## src/rtl/mips_pkg.sv

```systemverilog
// Shared encodings for the MIPS front end: next-PC selects, instruction field
// positions, fetch FSM states and the default reset vector.
package mips_pkg;

    localparam int unsigned XLEN = 32;

    // Next-PC select encodings driven by the main control decoder
    localparam logic [1:0] PC_SEQ = 2'b00;
    localparam logic [1:0] PC_JR  = 2'b01;
    localparam logic [1:0] PC_BR  = 2'b10;
    localparam logic [1:0] PC_J   = 2'b11;

    // Instruction field bit positions
    localparam int unsigned OP_MSB    = 31;
    localparam int unsigned OP_LSB    = 26;
    localparam int unsigned RS_MSB    = 25;
    localparam int unsigned RS_LSB    = 21;
    localparam int unsigned RT_MSB    = 20;
    localparam int unsigned RT_LSB    = 16;
    localparam int unsigned RD_MSB    = 15;
    localparam int unsigned RD_LSB    = 11;
    localparam int unsigned IMM_MSB   = 15;
    localparam int unsigned IMM_LSB   = 0;
    localparam int unsigned FUNCT_MSB = 5;
    localparam int unsigned FUNCT_LSB = 0;
    localparam int unsigned JIDX_MSB  = 25;
    localparam int unsigned JIDX_LSB  = 0;

    // Width of the ack-timeout counter (timeouts up to 255 cycles)
    localparam int unsigned TO_W = 8;

    localparam logic [XLEN-1:0] RESET_PC_DEF = 32'h0000_0000;

    // Fetch FSM states
    typedef enum logic [1:0] {
        S_IDLE  = 2'b00,
        S_FETCH = 2'b01,
        S_RETRY = 2'b10,
        S_EXEC  = 2'b11
    } fetch_state_t;

endpackage : mips_pkg

```

## src/rtl/next_pc_calc.sv

```systemverilog
// Combinational next-PC selection: sequential, jr, branch and jump targets.
module next_pc_calc
    import mips_pkg::*;
(
    input  logic [XLEN-1:0]     i_pc,
    input  logic [JIDX_MSB:0]   i_inst_lo,
    input  logic [1:0]          i_pc_s,
    input  logic [XLEN-1:0]     i_rs_data,
    output logic [XLEN-1:0]     o_pc_plus4_c,
    output logic [XLEN-1:0]     o_next_pc_c,
    output logic                o_misalign_c
);

    logic [XLEN-1:0] w_pc_plus4;
    logic [XLEN-1:0] w_br_off;
    logic [15:0]     w_imm;

    assign w_pc_plus4   = i_pc + 32'd4;
    assign w_imm        = i_inst_lo[IMM_MSB:IMM_LSB];
    // Sign-extended immediate, already scaled to a byte offset
    assign w_br_off     = {{14{w_imm[15]}}, w_imm, 2'b00};
    assign o_pc_plus4_c = w_pc_plus4;

    // Target mux; only a jr can produce a misaligned target
    always_comb begin
        o_next_pc_c  = w_pc_plus4;
        o_misalign_c = 1'b0;
        case (i_pc_s)
            PC_SEQ: o_next_pc_c = w_pc_plus4;
            PC_JR: begin
                o_next_pc_c  = {i_rs_data[XLEN-1:2], 2'b00};
                o_misalign_c = |i_rs_data[1:0];
            end
            PC_BR:  o_next_pc_c = w_pc_plus4 + w_br_off;
            PC_J:   o_next_pc_c = {w_pc_plus4[31:28], i_inst_lo[JIDX_MSB:JIDX_LSB], 2'b00};
            default: o_next_pc_c = w_pc_plus4;
        endcase
    end

endmodule : next_pc_calc

```

## src/rtl/inst_fetch_unit.sv

```systemverilog
// Instruction fetch front end: PC register, imem req/ack fetch FSM with
// timeout/retry, instruction latch and field split, retirement counter.
module inst_fetch_unit
    import mips_pkg::*;
#(
    parameter logic [31:0] RESET_PC    = RESET_PC_DEF,
    parameter int unsigned ACK_TIMEOUT = 16
)(
    input  logic        clk,
    input  logic        rst,
    input  logic [1:0]  PC_s,
    input  logic [31:0] rs_data,
    input  logic        exec_done,
    output logic        imem_req,
    output logic [31:0] imem_addr,
    input  logic [31:0] imem_rdata,
    input  logic        imem_ack,
    output logic        inst_valid,
    output logic [31:0] inst,
    output logic [5:0]  op_code,
    output logic [5:0]  funct,
    output logic [4:0]  rs_addr,
    output logic [4:0]  rt_addr,
    output logic [4:0]  rd_addr,
    output logic [15:0] imm,
    output logic [31:0] PC,
    output logic [31:0] PC_plus4,
    output logic [31:0] inst_cnt,
    output logic        align_err,
    output logic        fetch_err
);

    localparam logic [TO_W-1:0] TO_LAST = TO_W'(ACK_TIMEOUT - 1);

    fetch_state_t    r_state;
    fetch_state_t    w_state_nxt;
    logic [31:0]     r_pc;
    logic [31:0]     r_inst;
    logic [31:0]     r_inst_cnt;
    logic            r_inst_valid;
    logic            r_imem_req;
    logic            r_align_err;
    logic            r_fetch_err;
    logic [TO_W-1:0] r_to_cnt;
    logic [TO_W-1:0] w_to_cnt_nxt;
    logic            w_ack_take;
    logic            w_retire;
    logic            w_timeout;
    logic [31:0]     w_next_pc;
    logic [31:0]     w_pc_plus4;
    logic            w_misalign;

    next_pc_calc u_next_pc_calc (
        .i_pc         (r_pc),
        .i_inst_lo    (r_inst[JIDX_MSB:0]),
        .i_pc_s       (PC_s),
        .i_rs_data    (rs_data),
        .o_pc_plus4_c (w_pc_plus4),
        .o_next_pc_c  (w_next_pc),
        .o_misalign_c (w_misalign)
    );

    // Next-state and per-cycle event decode for the fetch FSM
    always_comb begin
        w_state_nxt  = r_state;
        w_to_cnt_nxt = r_to_cnt;
        w_ack_take   = 1'b0;
        w_retire     = 1'b0;
        w_timeout    = 1'b0;
        case (r_state)
            S_IDLE: begin
                w_state_nxt  = S_FETCH;
                w_to_cnt_nxt = '0;
            end
            S_FETCH: begin
                if (imem_ack) begin
                    w_ack_take   = 1'b1;
                    w_state_nxt  = S_EXEC;
                    w_to_cnt_nxt = '0;
                end else if (r_to_cnt == TO_LAST) begin
                    w_timeout    = 1'b1;
                    w_state_nxt  = S_RETRY;
                    w_to_cnt_nxt = '0;
                end else begin
                    w_to_cnt_nxt = r_to_cnt + TO_W'(1);
                end
            end
            S_RETRY: begin
                w_state_nxt  = S_FETCH;
                w_to_cnt_nxt = '0;
            end
            S_EXEC: begin
                if (exec_done) begin
                    w_retire    = 1'b1;
                    w_state_nxt = S_FETCH;
                end
            end
            default: begin
                w_state_nxt  = S_IDLE;
                w_to_cnt_nxt = '0;
            end
        endcase
    end

    // State, PC, instruction latch and status registers
    always_ff @(posedge clk) begin
        if (!rst) begin
            r_state      <= S_IDLE;
            r_to_cnt     <= '0;
            r_pc         <= RESET_PC;
            r_inst       <= '0;
            r_inst_valid <= 1'b0;
            r_imem_req   <= 1'b0;
            r_inst_cnt   <= '0;
            r_align_err  <= 1'b0;
            r_fetch_err  <= 1'b0;
        end else begin
            r_state    <= w_state_nxt;
            r_to_cnt   <= w_to_cnt_nxt;
            r_imem_req <= (w_state_nxt == S_FETCH);
            if (w_ack_take) begin
                r_inst       <= imem_rdata;
                r_inst_valid <= 1'b1;
            end
            if (w_retire) begin
                r_pc         <= w_next_pc;
                r_inst_cnt   <= r_inst_cnt + 32'd1;
                r_inst_valid <= 1'b0;
                if (w_misalign) begin
                    r_align_err <= 1'b1;
                end
            end
            if (w_timeout) begin
                r_fetch_err <= 1'b1;
            end
        end
    end

    assign imem_req   = r_imem_req;
    assign imem_addr  = r_pc;
    assign inst_valid = r_inst_valid;
    assign inst       = r_inst;
    assign op_code    = r_inst[OP_MSB:OP_LSB];
    assign funct      = r_inst[FUNCT_MSB:FUNCT_LSB];
    assign rs_addr    = r_inst[RS_MSB:RS_LSB];
    assign rt_addr    = r_inst[RT_MSB:RT_LSB];
    assign rd_addr    = r_inst[RD_MSB:RD_LSB];
    assign imm        = r_inst[IMM_MSB:IMM_LSB];
    assign PC         = r_pc;
    assign PC_plus4   = w_pc_plus4;
    assign inst_cnt   = r_inst_cnt;
    assign align_err  = r_align_err;
    assign fetch_err  = r_fetch_err;

endmodule : inst_fetch_unit

```

## config.mk

```make
export PLATFORM = sky130hd
export DESIGN_NAME = inst_fetch_unit
export DESIGN_NICKNAME = d
export VERILOG_FILES = /design/src/rtl/mips_pkg.sv /design/src/rtl/next_pc_calc.sv /design/src/rtl/inst_fetch_unit.sv
export SDC_FILE = /design/constraint.sdc
export NUM_CORES = 1
export LEC_CHECK = 0
export BUFFER_PORTS_ARGS = -buffer_cell sky130_fd_sc_hd__buf_2
export CAP_MARGIN = 10
export CORE_MARGIN = 2
export CORE_UTILIZATION = 52
export CTS_BUF_LIST = sky130_fd_sc_hd__clkbuf_4 sky130_fd_sc_hd__clkbuf_8
export DETAILED_ROUTE_END_ITERATION = 16
export PLACE_DENSITY = 0.82
export RECOVER_POWER = 25
export SETUP_SLACK_MARGIN = 0.05
export SYNTH_ARGS = -nofsm -noshare
export SYNTH_HDL_FRONTEND = slang
export SYNTH_HIERARCHICAL = 1
export SYNTH_SLANG_ARGS = --single-unit
```

## constraint.sdc

```tcl
create_clock -name clk -period 4.4 [get_ports clk]
set_input_delay 0.44 -clock clk [delete_from_list [all_inputs] [get_ports clk]]
set_output_delay 0.44 -clock clk [all_outputs]
set_load 0.01 [all_outputs]
```

==> impl_results.md <==
- Max_slew headroom: 0.314
- Final Setup Violations: 0
- # diodes: 0
- Multi-input gate area: 4770 µm²
- Grt ovf: 0
- CTS tree: built
- Root Driver: clkbuf_8
- Core area: approximately 15,000 µm²
- CP Class: reg2reg
- Tmin final: roughly 4.1 ns
- CP startpoint kind: register
- Overall routing resource usage: 0.276
- Synth Instances: roughly 960
- Crit-path cells: and3_1, nand3_1, nor4_4, buf_4, nand2_1, nor2_1, xor2_1, ha_1, and3_1, and3_1, or4b_1, o221ai_1, xnor2_1, nor3_1, a311oi_1, nand2_1, a21oi_1
- Num CTS Buffers: 9
- Clk sinks: 110
- Initial DRC count: between 600 and 700
- CP arrival: about 4.5 ns
- HPWL Detailed: 17,200 µm
- PortBufs: 276
- # H-tree levels: 3
- Seq. cell area: about 2200 µm²
- Rows: 44
- DR vias: 7,752
- Fill count: between 1k and 1.5k
- Largest net degree at the start of global routing: between 60 and 70
- Synth warn: 6
- Crit-path max cell delay: 0.50 ns
- CP endpoint kind: register
- Final setup TNS: 0 ns
- Buf/Inv on CP: 1
- Unique masters post-synth: 64
- Fin nets: 1,247
- Cell accounting for the most synthesized area: dfxtp_1
- Mean cell area of the mapped netlist: just over 8 µm²
- Hold buffers post-CTS: 0
- Dominant synthesized flop cell: dfxtp_1
- Worst path required time: roughly 4.7 ns
- Fmax: between 0.2 and 0.25 GHz
- CTS max path bufs: 2
- Final WL: approximately 23,000 µm
- Slowest cell on the critical path: or4b_1
- I/O pins: around 280
- Die Footprint: 16,000 µm²
- LEAKAGE: approximately 0.0040 µW
- Gpl congestion: approximately 1
- Seq/Total Area, Yosys: 0.282
- Final period util: 0.942
- Status: completed
- Pwr dens: ~220 nW/µm²
- DR vias/cell: ~5.8
- Post-route ant nets: 0
- Final Hold Fails: 0
- Syn_nets: 1,070
- Number of synthesized register bits: 110
- Die H: ~130 µm
- Hold Path Class: in2reg
- Drt pass-1 iters: 5
- Starting Density: 0.536
- Initial antenna violation count: 0
- Worst VDD drop: about 0.19 mV
- Max Slew Vio Count: 0
- Vias in the first global route: 7,055
- Slack of the worst reg-to-reg path: 0.26 ns
- Most frequent cells in the layout: buf_2, nand2_1, a21oi_1
- Area Growth Syn to Fin: 13.7%
- Register clock-pin slew on the reported worst setup and hold paths: about 0.13 ns
- Slew @ Worst Pin: ~1.0 ns
- Most used cell, CP: and3_1
- Layout cells sized above 1: 0.245
- Family with the most delay on the worst path: simple AND/OR/NAND/NOR gates
- First-pass GRT wire length: 36,200 µm
- Final hold slack: 0.251 ns
- Wire per inst: between 15 and 20 µm
- Layout Skew: ~0.016 ns
- DR DRC count: 0
- Post-synth EDFFs: 0
- Async SR Flop Fraction: 0
- Synth top area cells: dfxtp_1, nand2_1, buf_4, a21oi_1, mux4_2
- Clock Latency Late Sink: about 0.41 ns
- Mapped cell area: 7810 µm²
- Most common cell after layout, fill and taps aside: buf_2
- Critical path fanouts, max: 7
- RSZ-0062 raised after global routing: yes
- Die Span X: between 100 and 150 µm
- Top-area cell type share of the netlist area: 0.282
- Max Cap Viol: 0
-- layout make-up --
cell class | count | area share
Inverter | 21 | 0.00887
Sequential cell | 110 | 0.248
Clock inverter | 7 | 0.00887
Clock buffer | 9 | 0.0139
Tap cell | 184 | 0.0259
Timing Repair Buffer | 291 | 0.157
Multi-Input combinational cell | 707 | 0.537
-- per-stage QoR --
step	std cells	power (µW)	utilization	worst slack (ns)	area [µm²]
after floorplan	963	1250	-	0.387	7810
after global placement	1309	1340	0.599	0.308	8730
after detailed placement	1309	1340	0.599	0.138	8730
after CTS	1325	1990	0.612	0.0828	8930
after global routing	1329	2050	0.609	0.0393	8880
final	1329	1980	0.609	0.255	8880
-- sequential cells by signal, indices dropped and copies added (netlist names) --
register and flops:
r_state 2, inst 32, imem_req 1, align_err 1, PC 32, inst_valid 1, fetch_err 1, inst_cnt 32
r_to_cnt 8
-- cells by family (layout without fill, tap and decap cells) --
group	after synthesis	count (layout)	synth area share
DFF	110	110	0.282
buffers and inverters	146	328	0.110
AOI/OAI and AO/OA	205	205	0.158
and+or+nand+nor	366	366	0.233
xor gates and xnor gates	66	66	0.0740
adders and majority gates	37	37	0.0602
muxes	33	33	0.0825
-- layer usage --
| layer | share of wire | global-route usage | vias up |
|---|---|---|---|
| met5 | 0 | 0 | - |
| met4 | 0.018 | 0.0802 | 0 |
| met3 | 0.081 | 0.0658 | 36 |
| met2 | 0.49 | 0.467 | 339 |
| met1 | 0.41 | 0.352 | 3678 |
| li1 | - | - | 3699 |
-- path summary, 6_finish.rpt --
| path | startpoint | endpoint | depth (start not counted) |
|---|---|---|---|
| worst max register to register | PC[4] | PC[31] | 17 |
| worst min-delay path | imem_rdata[18] | inst[18] | 3 |
| worst min register to register | r_to_cnt[1] | r_to_cnt[1] | 2 |
| worst max-delay path | PC[4] | PC[31] | 17 |
-- Yosys cell counts (2+ instances only) --
master and n:
a31oi_1 5, ha_1 36, or4_4 2, and4_1 5, or4_1 16, xnor2_1 38
o211ai_1 2, o31ai_1 13, or4b_1 2, a21boi_0 3, nor2b_1 6, nand3_1 35
nor3b_1 2, nor4_4 2, nor4_1 4, or3_1 12, a21o_1 13, nand3b_1 3
nor3_1 8, xor2_1 28, or2_2 2, mux4_2 25, buf_2 5, buf_1 6
nand2_1 174, nand2b_1 8, buf_4 79, o21ai_0 20, nand4_1 19, nand4_2 3
clkbuf_1 34, mux2i_1 7, and2_1 5, a31o_2 2, o21a_1 3, a21oi_2 2
and3_1 15, inv_1 20, dfxtp_1 110, nor2_1 40, a221o_1 2, o21bai_1 9
a21oi_1 117
-- report_power, final --
group	total (µW)	internal, µW	switching [µW]
logic	273	116	156
clock network	660	230	429
registers	1050	1010	31.2
-- tightest hold or removal path: cells and delay by family --
family          cells  cell delay (ns)
compound gates      1             0.05
simple gates        1             0.04
buf+inv             1             0.10
-- repair_timing --
| item | in CTS | in global routing |
|---|---|---|
| setup endpoints to repair | 0 | 8 |
| setup buffers | 0 | 4 |
| resized for setup | 0 | 2 |
(Power assumes the default switching activity.)
